**src/rtl/stage_if_pkg.sv**
```systemverilog
// Shared types and constants for the RV32I instruction-fetch stage.
package stage_if_pkg;

  typedef enum logic [1:0] {
    S_IDLE  = 2'd0,
    S_REQ   = 2'd1,
    S_WAIT  = 2'd2,
    S_VALID = 2'd3
  } state_e;

  localparam logic [31:0] ZERO_WORD        = 32'h0000_0000;
  localparam int unsigned INST_BYTES       = 32'd4;
  localparam int unsigned ICACHE_IDX_W_DEF = 32'd6;

  // Redirect targets are forced onto a word boundary.
  function automatic logic [31:0] word_align(input logic [31:0] addr);
    return addr & 32'hFFFF_FFFC;
  endfunction

endpackage

```
**src/rtl/stage_if_icache_dm.sv**
```systemverilog
// Direct-mapped, one-word-per-line instruction cache: combinational lookup,
// single-cycle fill. Only instantiated by stage_if when ICACHE_EN is defined.
module icache_dm #(
  parameter int unsigned IDX_W = 32'd6
) (
  input  logic        clk_in,
  input  logic        rst_n_in,
  input  logic [29:0] word_addr,
  output logic        hit,
  output logic [31:0] rdata,
  input  logic        fill_en,
  input  logic [31:0] fill_data
);

  localparam int unsigned LINES = 32'd1 << IDX_W;
  localparam int unsigned TAG_W = 32'd30 - IDX_W;

  logic [LINES-1:0] valid_r;
  logic [TAG_W-1:0] tag_r  [LINES];
  logic [31:0]      data_r [LINES];
  logic [IDX_W-1:0] idx_s;
  logic [TAG_W-1:0] tag_s;

  assign idx_s = word_addr[IDX_W-1:0];
  assign tag_s = word_addr[29:IDX_W];
  assign hit   = valid_r[idx_s] && (tag_r[idx_s] == tag_s);
  assign rdata = data_r[idx_s];

  // Valid bits: the only cache state that needs a reset.
  always_ff @(posedge clk_in or negedge rst_n_in) begin
    if (!rst_n_in) begin
      valid_r <= '0;
    end else if (fill_en) begin
      valid_r[idx_s] <= 1'b1;
    end else begin
      valid_r <= valid_r;
    end
  end

  // Tag and data arrays are written on fill only.
  always_ff @(posedge clk_in) begin
    if (fill_en) begin
      tag_r[idx_s]  <= tag_s;
      data_r[idx_s] <= fill_data;
    end
  end

endmodule

```
**src/rtl/stage_if.sv**
```systemverilog
// RV32I instruction-fetch stage: assembles each word from four byte reads.
// Optional direct-mapped I-cache enabled by defining ICACHE_EN.
module stage_if
  import stage_if_pkg::*;
#(
  parameter logic [31:0] RESET_PC     = 32'h0000_0000,
  parameter int unsigned ICACHE_IDX_W = ICACHE_IDX_W_DEF
) (
  input  logic        clk_in,
  input  logic        rst_n_in,
  input  logic        rdy_in,
  input  logic        stall_in,
  input  logic        br_taken_in,
  input  logic [31:0] br_target_in,
  output logic        mc_req_out,
  output logic [31:0] mc_addr_out,
  input  logic        mc_grant_in,
  input  logic        mc_valid_in,
  input  logic [7:0]  mc_data_in,
  output logic [31:0] if_inst_pc,
  output logic [31:0] if_inst,
  output logic        busy_out
);

  state_e      state_r, state_s;
  logic [31:0] pc_r, pc_s;
  logic [1:0]  byte_cnt_r, byte_cnt_s;
  logic        kill_r, kill_s;
  logic [23:0] inst_buf_r, inst_buf_s;
  logic [31:0] if_inst_pc_r, if_inst_pc_s;
  logic [31:0] if_inst_r, if_inst_s;
  logic        accept_s;
  logic        cache_hit_s;
  logic [31:0] cache_data_s;

`ifdef ICACHE_EN
  logic cache_raw_hit_s;

  icache_dm #(.IDX_W(ICACHE_IDX_W)) u_icache (
    .clk_in    (clk_in),
    .rst_n_in  (rst_n_in),
    .word_addr (pc_r[31:2]),
    .hit       (cache_raw_hit_s),
    .rdata     (cache_data_s),
    .fill_en   ((state_r == S_WAIT) && (state_s == S_VALID)),
    .fill_data (if_inst_s)
  );

  // Lookups only count at the start of a fetch, never mid-word.
  assign cache_hit_s = cache_raw_hit_s && (byte_cnt_r == 2'd0);
`else
  assign cache_hit_s  = 1'b0;
  assign cache_data_s = ZERO_WORD;
`endif

  assign accept_s    = rdy_in & ~stall_in & ~br_taken_in;
  assign mc_req_out  = (state_r == S_REQ) & ~cache_hit_s;
  assign mc_addr_out = (state_r == S_REQ) ? (pc_r + {30'd0, byte_cnt_r}) : ZERO_WORD;
  assign busy_out    = (state_r != S_VALID) | br_taken_in;
  assign if_inst_pc  = if_inst_pc_r;
  assign if_inst     = if_inst_r;

  // Next-state logic: freeze on !rdy_in, redirect first, then the fetch sequence.
  always_comb begin
    state_s      = state_r;
    pc_s         = pc_r;
    byte_cnt_s   = byte_cnt_r;
    kill_s       = kill_r;
    inst_buf_s   = inst_buf_r;
    if_inst_pc_s = if_inst_pc_r;
    if_inst_s    = if_inst_r;
    if (!rdy_in) begin
      state_s = state_r;
    end else if (br_taken_in) begin
      pc_s       = word_align(br_target_in);
      byte_cnt_s = 2'd0;
      case (state_r)
        // A byte landing in the redirect cycle is simply dropped; otherwise wait it out.
        S_WAIT: begin
          if (mc_valid_in) begin
            state_s = S_REQ;
            kill_s  = 1'b0;
          end else begin
            state_s = S_WAIT;
            kill_s  = 1'b1;
          end
        end
        S_REQ: begin
          if (mc_grant_in && !cache_hit_s) begin
            state_s = S_WAIT;
            kill_s  = 1'b1;
          end else begin
            state_s = S_REQ;
          end
        end
        default: state_s = S_REQ;
      endcase
    end else begin
      case (state_r)
        S_IDLE: state_s = S_REQ;
        S_REQ: begin
          if (cache_hit_s) begin
            state_s      = S_VALID;
            if_inst_pc_s = pc_r;
            if_inst_s    = cache_data_s;
          end else if (mc_grant_in) begin
            state_s = S_WAIT;
          end else begin
            state_s = S_REQ;
          end
        end
        S_WAIT: begin
          if (!mc_valid_in) begin
            state_s = S_WAIT;
          end else if (kill_r) begin
            state_s    = S_REQ;
            kill_s     = 1'b0;
            byte_cnt_s = 2'd0;
          end else if (byte_cnt_r == 2'd3) begin
            state_s      = S_VALID;
            byte_cnt_s   = 2'd0;
            if_inst_pc_s = pc_r;
            if_inst_s    = {mc_data_in, inst_buf_r};
          end else begin
            state_s    = S_REQ;
            byte_cnt_s = byte_cnt_r + 2'd1;
            case (byte_cnt_r)
              2'd0:    inst_buf_s[7:0]   = mc_data_in;
              2'd1:    inst_buf_s[15:8]  = mc_data_in;
              2'd2:    inst_buf_s[23:16] = mc_data_in;
              default: inst_buf_s        = inst_buf_r;
            endcase
          end
        end
        S_VALID: begin
          if (accept_s) begin
            state_s = S_REQ;
            pc_s    = pc_r + INST_BYTES;
          end else begin
            state_s = S_VALID;
          end
        end
        default: state_s = S_IDLE;
      endcase
    end
  end

  // Stage state and presented instruction registers.
  always_ff @(posedge clk_in or negedge rst_n_in) begin
    if (!rst_n_in) begin
      state_r      <= S_IDLE;
      pc_r         <= RESET_PC;
      byte_cnt_r   <= 2'd0;
      kill_r       <= 1'b0;
      inst_buf_r   <= 24'd0;
      if_inst_pc_r <= ZERO_WORD;
      if_inst_r    <= ZERO_WORD;
    end else begin
      state_r      <= state_s;
      pc_r         <= pc_s;
      byte_cnt_r   <= byte_cnt_s;
      kill_r       <= kill_s;
      inst_buf_r   <= inst_buf_s;
      if_inst_pc_r <= if_inst_pc_s;
      if_inst_r    <= if_inst_s;
    end
  end

endmodule

```
**config.mk**
```make
export PLATFORM = sky130hd
export DESIGN_NAME = stage_if
export DESIGN_NICKNAME = d
export VERILOG_FILES = /design/src/rtl/stage_if_pkg.sv /design/src/rtl/stage_if_icache_dm.sv /design/src/rtl/stage_if.sv
export SDC_FILE = /design/constraint.sdc
export NUM_CORES = 1
export LEC_CHECK = 0
export CAP_MARGIN = 15
export CORE_ASPECT_RATIO = 1.5
export CORE_UTILIZATION = 40
export CTS_BUF_LIST = sky130_fd_sc_hd__clkbuf_4
export DETAILED_ROUTE_END_ITERATION = 8
export PLACE_DENSITY = 0.7
export SLEW_MARGIN = 30
export SYNTH_ARGS = -nofsm -noshare
export SYNTH_HDL_FRONTEND = slang
export SYNTH_SLANG_ARGS = --single-unit
export TNS_END_PERCENT = 50
```
**constraint.sdc**
```tcl
create_clock -name clk_in -period 5.25 [get_ports clk_in]
set_clock_uncertainty 0.15 [all_clocks]
set_input_delay 1.05 -clock clk_in [delete_from_list [all_inputs] [get_ports clk_in]]
set_output_delay 1.05 -clock clk_in [all_outputs]
set_load 0.02 [all_outputs]
```
==> run summary <==
The combinational family with the most area after synthesis is multiplexers. The cell with the biggest individual delay on the critical path is clkdlybuf4s50_1. The cell area after synthesis was 5770 um^2; the overall die height was 149 um. The logs give 496 for the number of instances in the synthesized netlist and 0.51 ns for the later-pin clock latency in the skew report.

The tools report the placed cell count as 802. The clock drives 121 sinks. The share of final-layout standard cells stronger than drive strength 1 came out at 0.227. The portion of synthesized cell area occupied by the leading cell type works out to 0.525. The tools report the row count as 53. The first-pass iteration count of the detailed router came out at 4. The longest individual stage delay on the worst path came out at 0.59 ns. Of all cell types, the one taking the most synthesized area is dfrtp_1. After detailed routing, the number of remaining DRC violations is 0.

The area growth from synthesis to layout works out to 32.4%. Startpoint type of the worst setup path: a register. For this block, the initial DRC count from the detailed router was 157.

After the flow finishes, the layout carries non-filler instances totaling 834. The count of H-tree levels built during CTS was 4. STA classifies the critical path endpoint as an output pin.

The maximum clock frequency was 275 MHz; the portion of the clock cycle consumed by the worst path in the final layout was 0.693. Dividing total power by cell area gives a power density of 340 nW/um^2. The tools report the final-layout worst hold slack as 0.348 ns. VDD sags by at most 279 uV.

Of all nets on the critical path, the largest fanout is 36. The worst setup path is of the reg -> out kind. The number of register bits inferred by synthesis is 121, and the fraction of the mapped netlist area in simple logic gates is 0.144. The run gives 52 as the maximum number of pins on one net before global-route repair. Once the clock tree was built, the resizer swapped 0 gates to a different size.

At the pin with the least slew margin, the transition time is 0.731 ns. The most common flop cell mapped by yosys is dfrtp_1. The region available for standard cell placement spans 14100 um^2.

The number of enable-type register cells in the synthesized netlist came out at 0. The initial antenna violation count is 0, and the slack of the critical path is 1.61 ns. Counting both buffers and inverters, the worst setup path holds a total of 2. At the end of the flow, the number of nets in the layout was 685. The synthesized area divided by synthesized cell count works out to 11.6 um^2. The run gives 0 as the hold violation total from the final report.

Buffer count from post-CTS setup fixing: 0. The global-route wire length before repair is 23300 um, and the total chip power is 2.59 mW. The clock passes through at most 2 buffers. Remaining antenna violation count: 0.

Ranked by total cell area, the synthesized netlist is headed by dfrtp_1 (53%), mux2_2 (17%), and2_1 (3.6%). The post-synthesis sequential area ratio is 0.525, and the overall track demand over capacity in global routing is 0.202. Summing over every cut layer, the via total after detailed routing is 4401.

Setup repair after global routing left no endpoint under its margin. The tightest min-delay check is of the in -> async type. The max-slew violation count was 0; the routed wire length was 14400 um. The final routed wire length divided by cell count was 17.2 um. The tools report the number of setup violations in the final report as 0.

Post-synthesis compound-gate area fraction: 0.0909. The tools report the data arrival time of the critical path as 2.44 ns. Portion of netlist area occupied by mux cells: 0.190. The fraction of synthesized cell area in xor and xnor cells is 0.

For this design the top-level I/O count stands at 145. The logs give 0.828 for the final weighted congestion in routability-driven placement and 0 ns for the summed negative setup slack over all endpoints. The antenna diode instance count was 0. The post-synthesis share of cell area spent on full adders, half adders and majority gates works out to 0.0195.

The total overflow left after global routing is 0. Yosys printed 0 warnings. The top cell family by delay on the critical path was buffers and inverters.

The fraction of registers with async set or reset after synthesis works out to 1.00. TritonCTS built the clock tree. The synthesized netlist contains 49 unique library cells.

Remaining max-slew budget at the tightest pin: 0.512. The post-route minimum period is 3.64 ns. After clock tree synthesis, the clock-pin slew on the worst setup and hold paths is 0.13 ns. The via count of the first global-routing pass was 4661; the starting density of the core was 0.410.

Worst-case setup slack after placement: 1.59 ns. Walking the worst path, the cells encountered are inv_1 -> ha_2 -> and2_2 -> clkdlybuf4s50_1. The run finished with clean final reports. Buffers inserted to repair hold after CTS numbered 0. In this run the clock root is driven by a clkbuf_4. In this run the horizontal extent of the chip is 100 um. For the worst setup path, the data required time is 4.05 ns.

The number of maximum-capacitance violations was 0. The HPWL reported at the end of detailed placement is 10100 um, and the total CTS buffers is 17. The die covers 14900 um^2. Input and output buffers added on the ports amount to 140. The analysis attributes to cell leakage a power of 3.40 nW. The detail-routed via count per cell works out to 5.28.
[cells in the final DEF (no fill, tap or decap), types with 4 or more instances in the layout]
cell	count
inv_6	5
mux2_2	88
clkdlybuf4s50_1	139
clkbuf_4	17
dfrtp_1	121
inv_8	4
inv_1	8
and3_1	10
mux2i_1	8
ha_1	8
and4_1	6
nand4_1	7
buf_4	6
o22ai_1	16
a22oi_1	10
nand3_1	7
and2_1	33
o21ai_0	18
nand2_1	21
nor3_1	17
nor2_1	20
a21oi_1	20
[per-stage QoR]
| stage | util | instance area [um^2] |
|---|---|---|
| after floorplan | - | 5770 |
| after global placement | 0.520 | 7310 |
| after detailed placement | 0.521 | 7320 |
| after CTS | 0.543 | 7630 |
| after global routing | 0.543 | 7630 |
| final | 0.543 | 7630 |
[kinds of logic (layout without fill, tap and decap cells)]
group           Yosys count  after routing
flops                   121            121
buf+inv                  40            185
simple gates            143            143
compound gates           84             84
fa+ha+maj                 9              9
other cells               1              2
mux                      98             98
[worst reg2reg max path: cells and delay by family (launching register included)]
kind | cells | cell delay (ns)
buffers and inverters | 2 | 0.74
AND/OR/NAND/NOR | 2 | 0.51
multiplexers | 1 | 0.44
flip-flops | 1 | 0.42
adder cells (fa/ha/maj) | 1 | 0.21
[cell type report]
| type | count | area [um^2] |
|---|---|---|
| fillers | 1246 | 6430 |
| well taps | 192 | 240 |
| flip-flops and latches | 121 | 3030 |
| inverters | 8 | 30.0 |
| repair buffers | 145 | 1440 |
| clock buffers | 17 | 128 |
| multi-input cells | 336 | 2590 |
| clock inverters | 15 | 181 |
[cells in the mapped netlist (3+ instances only)]
master and n:
nand3_1 7, a21oi_1 20, and2_1 33, nor2b_1 3
nor3_2 3, and4_1 6, ha_1 9, inv_1 8
nand2_1 21, o21ai_0 18, nor2_1 21, o22ai_1 16
mux2i_1 8, mux2_2 88, and3_1 10, or2_2 3
nor3_1 17, a22oi_1 10, buf_2 14, dfrtp_1 121
clkbuf_1 15, nand4_1 7, a31oi_1 3
[final timing paths]
| kind | startpoint | slack [ns] | to | depth (start not counted) |
|---|---|---|---|---|
| min reg2reg | inst_buf_r[12]$_DFFE_PN0P_ | 0.36 | inst_buf_r[12]$_DFFE_PN0P_ | 1 |
| min in group clk_in | inst_buf_r[12]$_DFFE_PN0P_ | 0.36 | inst_buf_r[12]$_DFFE_PN0P_ | 1 |
| max reg2reg | state_r[0]$_DFFE_PN0P_ | 2.66 | if_inst_pc[10]$_DFFE_PN0P_ | 6 |
| max | state_r[1]$_DFFE_PN0P_ | 1.61 | mc_addr_out[14] | 4 |
| max in group asynchronous | rst_n_in | 3.54 | if_inst_pc[9]$_DFFE_PN0P_ | 2 |
| min | rst_n_in | 0.35 | inst_buf_r[17]$_DFFE_PN0P_ | 1 |
[metal layers]
metal | GRT usage | share of wire | up-vias
li1 | - | - | 2058
met1 | 0.225 | 0.40 | 2201
met2 | 0.363 | 0.53 | 127
met3 | 0.0590 | 0.056 | 15
met4 | 0.0681 | 0.014 | 0
met5 | 0 | 0 | -
[sequential cells by signal, summed over array words and instances, names as in the netlist]
signal / flops
if_inst_pc: 30
state_r: 2
if_inst: 32
inst_buf_r: 24
kill_r: 1
pc_r: 30
byte_cnt_r: 2
[where the power goes]
part           internal (mW)  total, mW  leakage [nW]  switching [mW]
registers               1.03       1.14          1.62           0.113
clock network          0.304      0.723         0.162           0.419
logic                  0.354      0.727          1.61           0.373
total                   1.69       2.59          3.40           0.905
Power figures use the tool's default switching activity.
